**src/rtl/perf_counter_mmio.sv**
```systemverilog
// MMIO cycle / retired-instruction counters with snapshot, freeze and clear.
// Optional PERF_CNT_64_EN widens counters to 2*DATA_W with atomic high-half shadows.
module perf_counter_mmio #(
    parameter int                DATA_W    = 32,
    parameter int                ADDR_W    = 32,
    parameter logic [ADDR_W-1:0] BASE_ADDR = 32'h8000_0010
) (
    input  logic              clk,
    input  logic              rst,
    input  logic [ADDR_W-1:0] mem_addr,
    input  logic              mem_ren,
    input  logic              mem_wen,
    input  logic [DATA_W-1:0] mem_wdata,
    input  logic              instr_valid,
    output logic [DATA_W-1:0] rdata,
    output logic              rvalid
);

`ifdef PERF_CNT_64_EN
    localparam int                CNT_W     = 2 * DATA_W;
    localparam logic [ADDR_W-1:0] WIN_BYTES = ADDR_W'(32);
`else
    localparam int                CNT_W     = DATA_W;
    localparam logic [ADDR_W-1:0] WIN_BYTES = ADDR_W'(24);
`endif

    localparam logic [2:0] W_CYCLE      = 3'd0;
    localparam logic [2:0] W_INSTR      = 3'd1;
    localparam logic [2:0] W_CTRL       = 3'd2;
    localparam logic [2:0] W_SNAP       = 3'd3;
    localparam logic [2:0] W_SNAP_CYCLE = 3'd4;
    localparam logic [2:0] W_SNAP_INSTR = 3'd5;
`ifdef PERF_CNT_64_EN
    localparam logic [2:0] W_CYCLE_H    = 3'd6;
    localparam logic [2:0] W_INSTR_H    = 3'd7;
`endif

    logic [CNT_W-1:0]  cycle_q, cycle_d;
    logic [CNT_W-1:0]  instr_q, instr_d;
    logic [CNT_W-1:0]  snap_cycle_q, snap_cycle_d;
    logic [CNT_W-1:0]  snap_instr_q, snap_instr_d;
    logic              freeze_q, freeze_d;
    logic [DATA_W-1:0] rdata_q, rdata_d;
    logic              rvalid_q, rvalid_d;
`ifdef PERF_CNT_64_EN
    logic [DATA_W-1:0] shadow_cycle_q, shadow_cycle_d;
    logic [DATA_W-1:0] shadow_instr_q, shadow_instr_d;
`endif

    logic [ADDR_W-1:0] offset;
    logic [2:0]        word;
    logic              hit;
    logic              rd_req;
    logic              wr_ctrl;
    logic              wr_snap;
    logic              clr;
    logic [DATA_W-1:0] rd_val;
    logic              wdata_unused;

    // Decode relative to the base so the window may sit at any alignment.
    assign offset       = mem_addr - BASE_ADDR;
    assign word         = offset[4:2];
    assign hit          = offset < WIN_BYTES;
    assign rd_req       = mem_ren && hit;
    assign wr_ctrl      = mem_wen && hit && (word == W_CTRL);
    assign wr_snap      = mem_wen && hit && (word == W_SNAP);
    assign clr          = wr_ctrl && mem_wdata[0];
    assign wdata_unused = ^mem_wdata[DATA_W-1:2];

    always_comb begin
        rd_val = '0;
        case (word)
            W_CYCLE:      rd_val = cycle_q[DATA_W-1:0];
            W_INSTR:      rd_val = instr_q[DATA_W-1:0];
            W_CTRL:       rd_val = {{(DATA_W-2){1'b0}}, freeze_q, 1'b0};
            W_SNAP_CYCLE: rd_val = snap_cycle_q[DATA_W-1:0];
            W_SNAP_INSTR: rd_val = snap_instr_q[DATA_W-1:0];
`ifdef PERF_CNT_64_EN
            W_CYCLE_H:    rd_val = shadow_cycle_q;
            W_INSTR_H:    rd_val = shadow_instr_q;
`endif
            default:      rd_val = '0;
        endcase
    end

    always_comb begin
        cycle_d      = cycle_q;
        instr_d      = instr_q;
        snap_cycle_d = snap_cycle_q;
        snap_instr_d = snap_instr_q;
        freeze_d     = freeze_q;
        rvalid_d     = rd_req;
        rdata_d      = rd_req ? rd_val : '0;

        // Clear beats the increment; a new FREEZE value only gates later cycles.
        if (clr) begin
            cycle_d = '0;
            instr_d = '0;
        end else if (!freeze_q) begin
            cycle_d = cycle_q + CNT_W'(1);
            instr_d = instr_q + CNT_W'(instr_valid);
        end
        if (wr_ctrl) begin
            freeze_d = mem_wdata[1];
        end
        if (wr_snap) begin
            snap_cycle_d = cycle_q;
            snap_instr_d = instr_q;
        end
    end

`ifdef PERF_CNT_64_EN
    // Low-half loads latch the high half so a low/high read pair is coherent.
    always_comb begin
        shadow_cycle_d = shadow_cycle_q;
        shadow_instr_d = shadow_instr_q;
        if (clr) begin
            shadow_cycle_d = '0;
            shadow_instr_d = '0;
        end else if (rd_req && word == W_CYCLE) begin
            shadow_cycle_d = cycle_q[CNT_W-1:DATA_W];
        end else if (rd_req && word == W_INSTR) begin
            shadow_instr_d = instr_q[CNT_W-1:DATA_W];
        end
    end

    always_ff @(posedge clk) begin
        if (rst) begin
            shadow_cycle_q <= '0;
            shadow_instr_q <= '0;
        end else begin
            shadow_cycle_q <= shadow_cycle_d;
            shadow_instr_q <= shadow_instr_d;
        end
    end
`endif

    always_ff @(posedge clk) begin
        if (rst) begin
            cycle_q      <= '0;
            instr_q      <= '0;
            snap_cycle_q <= '0;
            snap_instr_q <= '0;
            freeze_q     <= 1'b0;
            rdata_q      <= '0;
            rvalid_q     <= 1'b0;
        end else begin
            cycle_q      <= cycle_d;
            instr_q      <= instr_d;
            snap_cycle_q <= snap_cycle_d;
            snap_instr_q <= snap_instr_d;
            freeze_q     <= freeze_d;
            rdata_q      <= rdata_d;
            rvalid_q     <= rvalid_d;
        end
    end

    assign rdata  = rdata_q;
    assign rvalid = rvalid_q;

endmodule

```
**config.mk**
```make
export PLATFORM = sky130hd
export DESIGN_NAME = perf_counter_mmio
export DESIGN_NICKNAME = d
export VERILOG_FILES = /design/src/rtl/perf_counter_mmio.sv
export SDC_FILE = /design/constraint.sdc
export NUM_CORES = 1
export LEC_CHECK = 0
export ABC_CLOCK_PERIOD_IN_PS = 3500
export BUFFER_PORTS_ARGS = -buffer_cell sky130_fd_sc_hd__buf_4
export CORE_MARGIN = 4
export CORE_UTILIZATION = 30
export DETAILED_ROUTE_END_ITERATION = 6
export GPL_ROUTABILITY_DRIVEN = 1
export GPL_TIMING_DRIVEN = 0
export PLACE_DENSITY_LB_ADDON = 0.1
export SLEW_MARGIN = 10
export SYNTH_ARGS = -nofsm -noshare
export SYNTH_HDL_FRONTEND = slang
export SYNTH_SLANG_ARGS = --single-unit
```
**constraint.sdc**
```tcl
create_clock -name clk -period 3.5 [get_ports clk]
set_input_delay 0.7 -clock clk [delete_from_list [all_inputs] [get_ports clk]]
set_output_delay 0.7 -clock clk [all_outputs]
set_load 0.01 [all_outputs]
```
==> reports/qor.yml <==
multi_input_area_um2: 3860
nets: 1004
clock_path_buffers: 2
post_synth_num_cell_types: 52
powerDensity_nw_per_um2: 432
die_w_um: 166
grt_pass1_wl_um: 39800
synth.top_cell.area_share_pct: 43.1
gp_congestion: 0.830
synthTopCellsByArea: "dfxtp_1 (43%), nand4_1 (7.2%), o31ai_1 (6.5%)"
finalCritPeriodShare_pct: 96.4
cp.required_ns: 3.84
final.fill_count: 2571
critPathBufInv: 5
fin_ws_ns: 0.127
r2r_slack_ns: 0.82
cp.arrival_ns: 3.71
layout.cells.non_filler: 1266
grt_max_degree: 17
overflow: 0
finalClockSkew_ns: 0.00692
critPathMaxFanout: 10
ys_warn_count: 0
coreArea_um2: 24500
crit_path_max_incr_delay_ns: 0.64
end_kind: "flop"
seqCellArea_um2: 3240
wl_um: 25200
cts_made_buffers: 17
critPathSlowestCell: "a211oi_4"
hold_path.class: "flop to flop"
cap_violations: 0
via_per_inst: 5.35
cts.reportedPaths.clkPinSlew_ns: 0.07
synthCells: 842
start_util_pct: 30.7
antenna_found_initial: 0
syn2layout_area_growth_pct: 20.5
drt-pass1-iter-count: 5
std_cell_rows: 57
cts_sinks: 162
hpwl_um: 17500
synth_area_per_cell_um2: 8.93
worst_slew_pin_slew_ns: 0.982
seq_area_frac_synth_pct: 43.1
path_cells: "buf_4, buf_2, inv_1, ha_1, clkbuf_1, nor3b_1, a2bb2oi_1, or4_4, a211oi_4, buf_2, nand4_1, a21oi_1"
ys.flop_type: "dfxtp_1"
ant_nets: 0
peakVddDrop_v: 0.000251
drive_gt1_share_pct: 19.0
root_buffer: "clkbuf_16"
diodes: 0
status: "finished clean"
rsz0062_at_grt: "no"
dieArea_um2: 27700
slew_violations: 0
cts_tree: "done"
syn_area_um2: 7520
cpMostUsedCell: "buf_2"
tns_ns: 0
grt_pass1_vias: 6730
die_h_um: 166
drc: 0
period_needed_ns: 3.37
cp-start-kind: "input port"
io_pins: 102
fmax_ghz: 0.296
setup_violations: 0
hold_violations: 0
cp_top_family: "buffers and inverters"
slew_headroom_pct: 34.0
ys_seq_elements: 162
clk_latency_ns: 0.42
criticalPathCategory: "input port to flop"
track_usage_pct: 18.1
first_iter_violations: 390
htree_levels: 4
synth.net_count: 916
post-place-ws_ns: -0.828
synth-edff-count: 0
dpl.cell_count: 1234
numPortBuffers: 67
vias: 6772
async_reset_ff_share_pct: 0
yosysTopAreaCell: "dfxtp_1"
leakage_nw: 2.84
wl_per_cell_um: 19.9
-- sequential cells by signal, indices dropped and copies added, names as in the netlist --
signal,count
snap_instr_q,32
instr_q,32
freeze_q,1
rvalid,1
cycle_q,32
snap_cycle_q,32
rdata,32
-- cell usage after synthesis (2+ instances only) --
| cell | n |
|---|---|
| nor3b_1 | 3 |
| or4_1 | 3 |
| and3_1 | 7 |
| nand4_1 | 86 |
| a21oi_1 | 69 |
| inv_1 | 13 |
| nor2_1 | 87 |
| nor4_1 | 6 |
| dfxtp_1 | 162 |
| o31ai_1 | 65 |
| buf_2 | 22 |
| nand2b_1 | 3 |
| o41ai_1 | 2 |
| buf_1 | 11 |
| buf_6 | 9 |
| nand2_1 | 28 |
| xnor2_1 | 24 |
| clkbuf_1 | 37 |
| a21oi_2 | 29 |
| nand4b_1 | 3 |
| ha_1 | 5 |
| a22oi_1 | 62 |
| mux2i_1 | 3 |
| or3_1 | 5 |
| nor3_1 | 13 |
| and4_1 | 3 |
| xor2_1 | 39 |
| and4b_1 | 2 |
| nand3_1 | 18 |
-- through the flow --
stage	hold WS [ns]	total power [mW]	instance area (um^2)	utilization (%)
after global routing	0.489	4.04	9060	37.0
after detailed placement	0.459	2.09	8440	34.5
after CTS	0.467	3.95	9050	37.0
after floorplan	0.441	2.00	7520	-
final	0.468	3.91	9060	37.0
after global placement	0.453	2.09	8430	34.4
-- routing by layer --
| layer | part of all wire [%] | vias to the layer above | GRT usage [%] |
|---|---|---|---|
| met1 | 48 | 3269 | 25.4 |
| met5 | 0 | - | 0 |
| li1 | - | 3317 | - |
| met4 | 1.7 | 0 | 4.98 |
| met3 | 4.0 | 25 | 3.69 |
| met2 | 46 | 161 | 28.4 |
-- tightest hold or removal path, delay by kind of cell (launching register included) --
kind,cells,cell delay (ns)
flip-flops,1,0.31
AO/OA/AOI/OAI,2,0.11
-- final timing paths --
kind | startpoint | cells after the start | end
min reg2reg | snap_cycle_q[30] | 2 | snap_cycle_q[30]
max | mem_addr[4] | 12 | snap_instr_q[11]
min | snap_cycle_q[30] | 2 | snap_cycle_q[30]
max reg2reg | cycle_q[10] | 7 | cycle_q[26]
-- what timing repair did --
action	in CTS	in global routing
setup endpoints to repair	157	41
buffers inserted	2	0
hold buffers	0	0
resized for setup	3	5
pin swaps	1	0
cloned	0	0
-- cell type report --
type	count	area share, %
Inverter	13	0.539
Clock buffer	19	4.89
Clock inverter	12	1.48
Sequential cell	162	35.8
Multi-Input combinational cell	588	42.6
Tap cell	324	4.47
Buffer	78	4.35
Timing Repair Buffer	70	5.91
-- cells by family (layout without fill, tap and decap cells) --
family	count (synthesis)	in the layout	share of synthesized area, %
AOI/OAI and AO/OA	238	238	22.4
xor gates and xnor gates	63	63	7.34
adders and majority gates	5	5	0.832
buffers and inverters	92	192	5.86
DFF	162	162	43.1
muxes	4	4	0.699
and+or+nand+nor	278	278	19.8
-- placed cells by master, fill, tap and decap left out, types with 4 or more instances in the layout --
cell,synthesis,layout
dfxtp_1,162,162
nor2_1,87,87
nand4_1,86,86
a21oi_1,69,69
buf_4,0,68
o31ai_1,65,65
a22oi_1,62,62
xor2_1,39,39
clkbuf_1,37,37
a21oi_2,29,29
nand2_1,28,28
buf_2,22,24
xnor2_1,24,24
nand3_1,18,18
clkbuf_16,0,17
inv_1,13,13
nor3_1,13,13
buf_6,9,9
and3_1,7,7
buf_1,11,6
nor4_1,6,5
or3_1,5,5
ha_1,5,5
clkinvlp_4,0,5
clkbuf_2,0,4
-- power by group --
| group | internal, mW | switching [mW] | total [mW] |
|---|---|---|---|
| Clock | 1.07 | 0.788 | 1.86 |
| Sequential | 1.85 | 0.00976 | 1.86 |
| Combinational | 0.0660 | 0.134 | 0.200 |
| Total | 2.98 | 0.931 | 3.91 |
(Power assumes the default switching activity.)
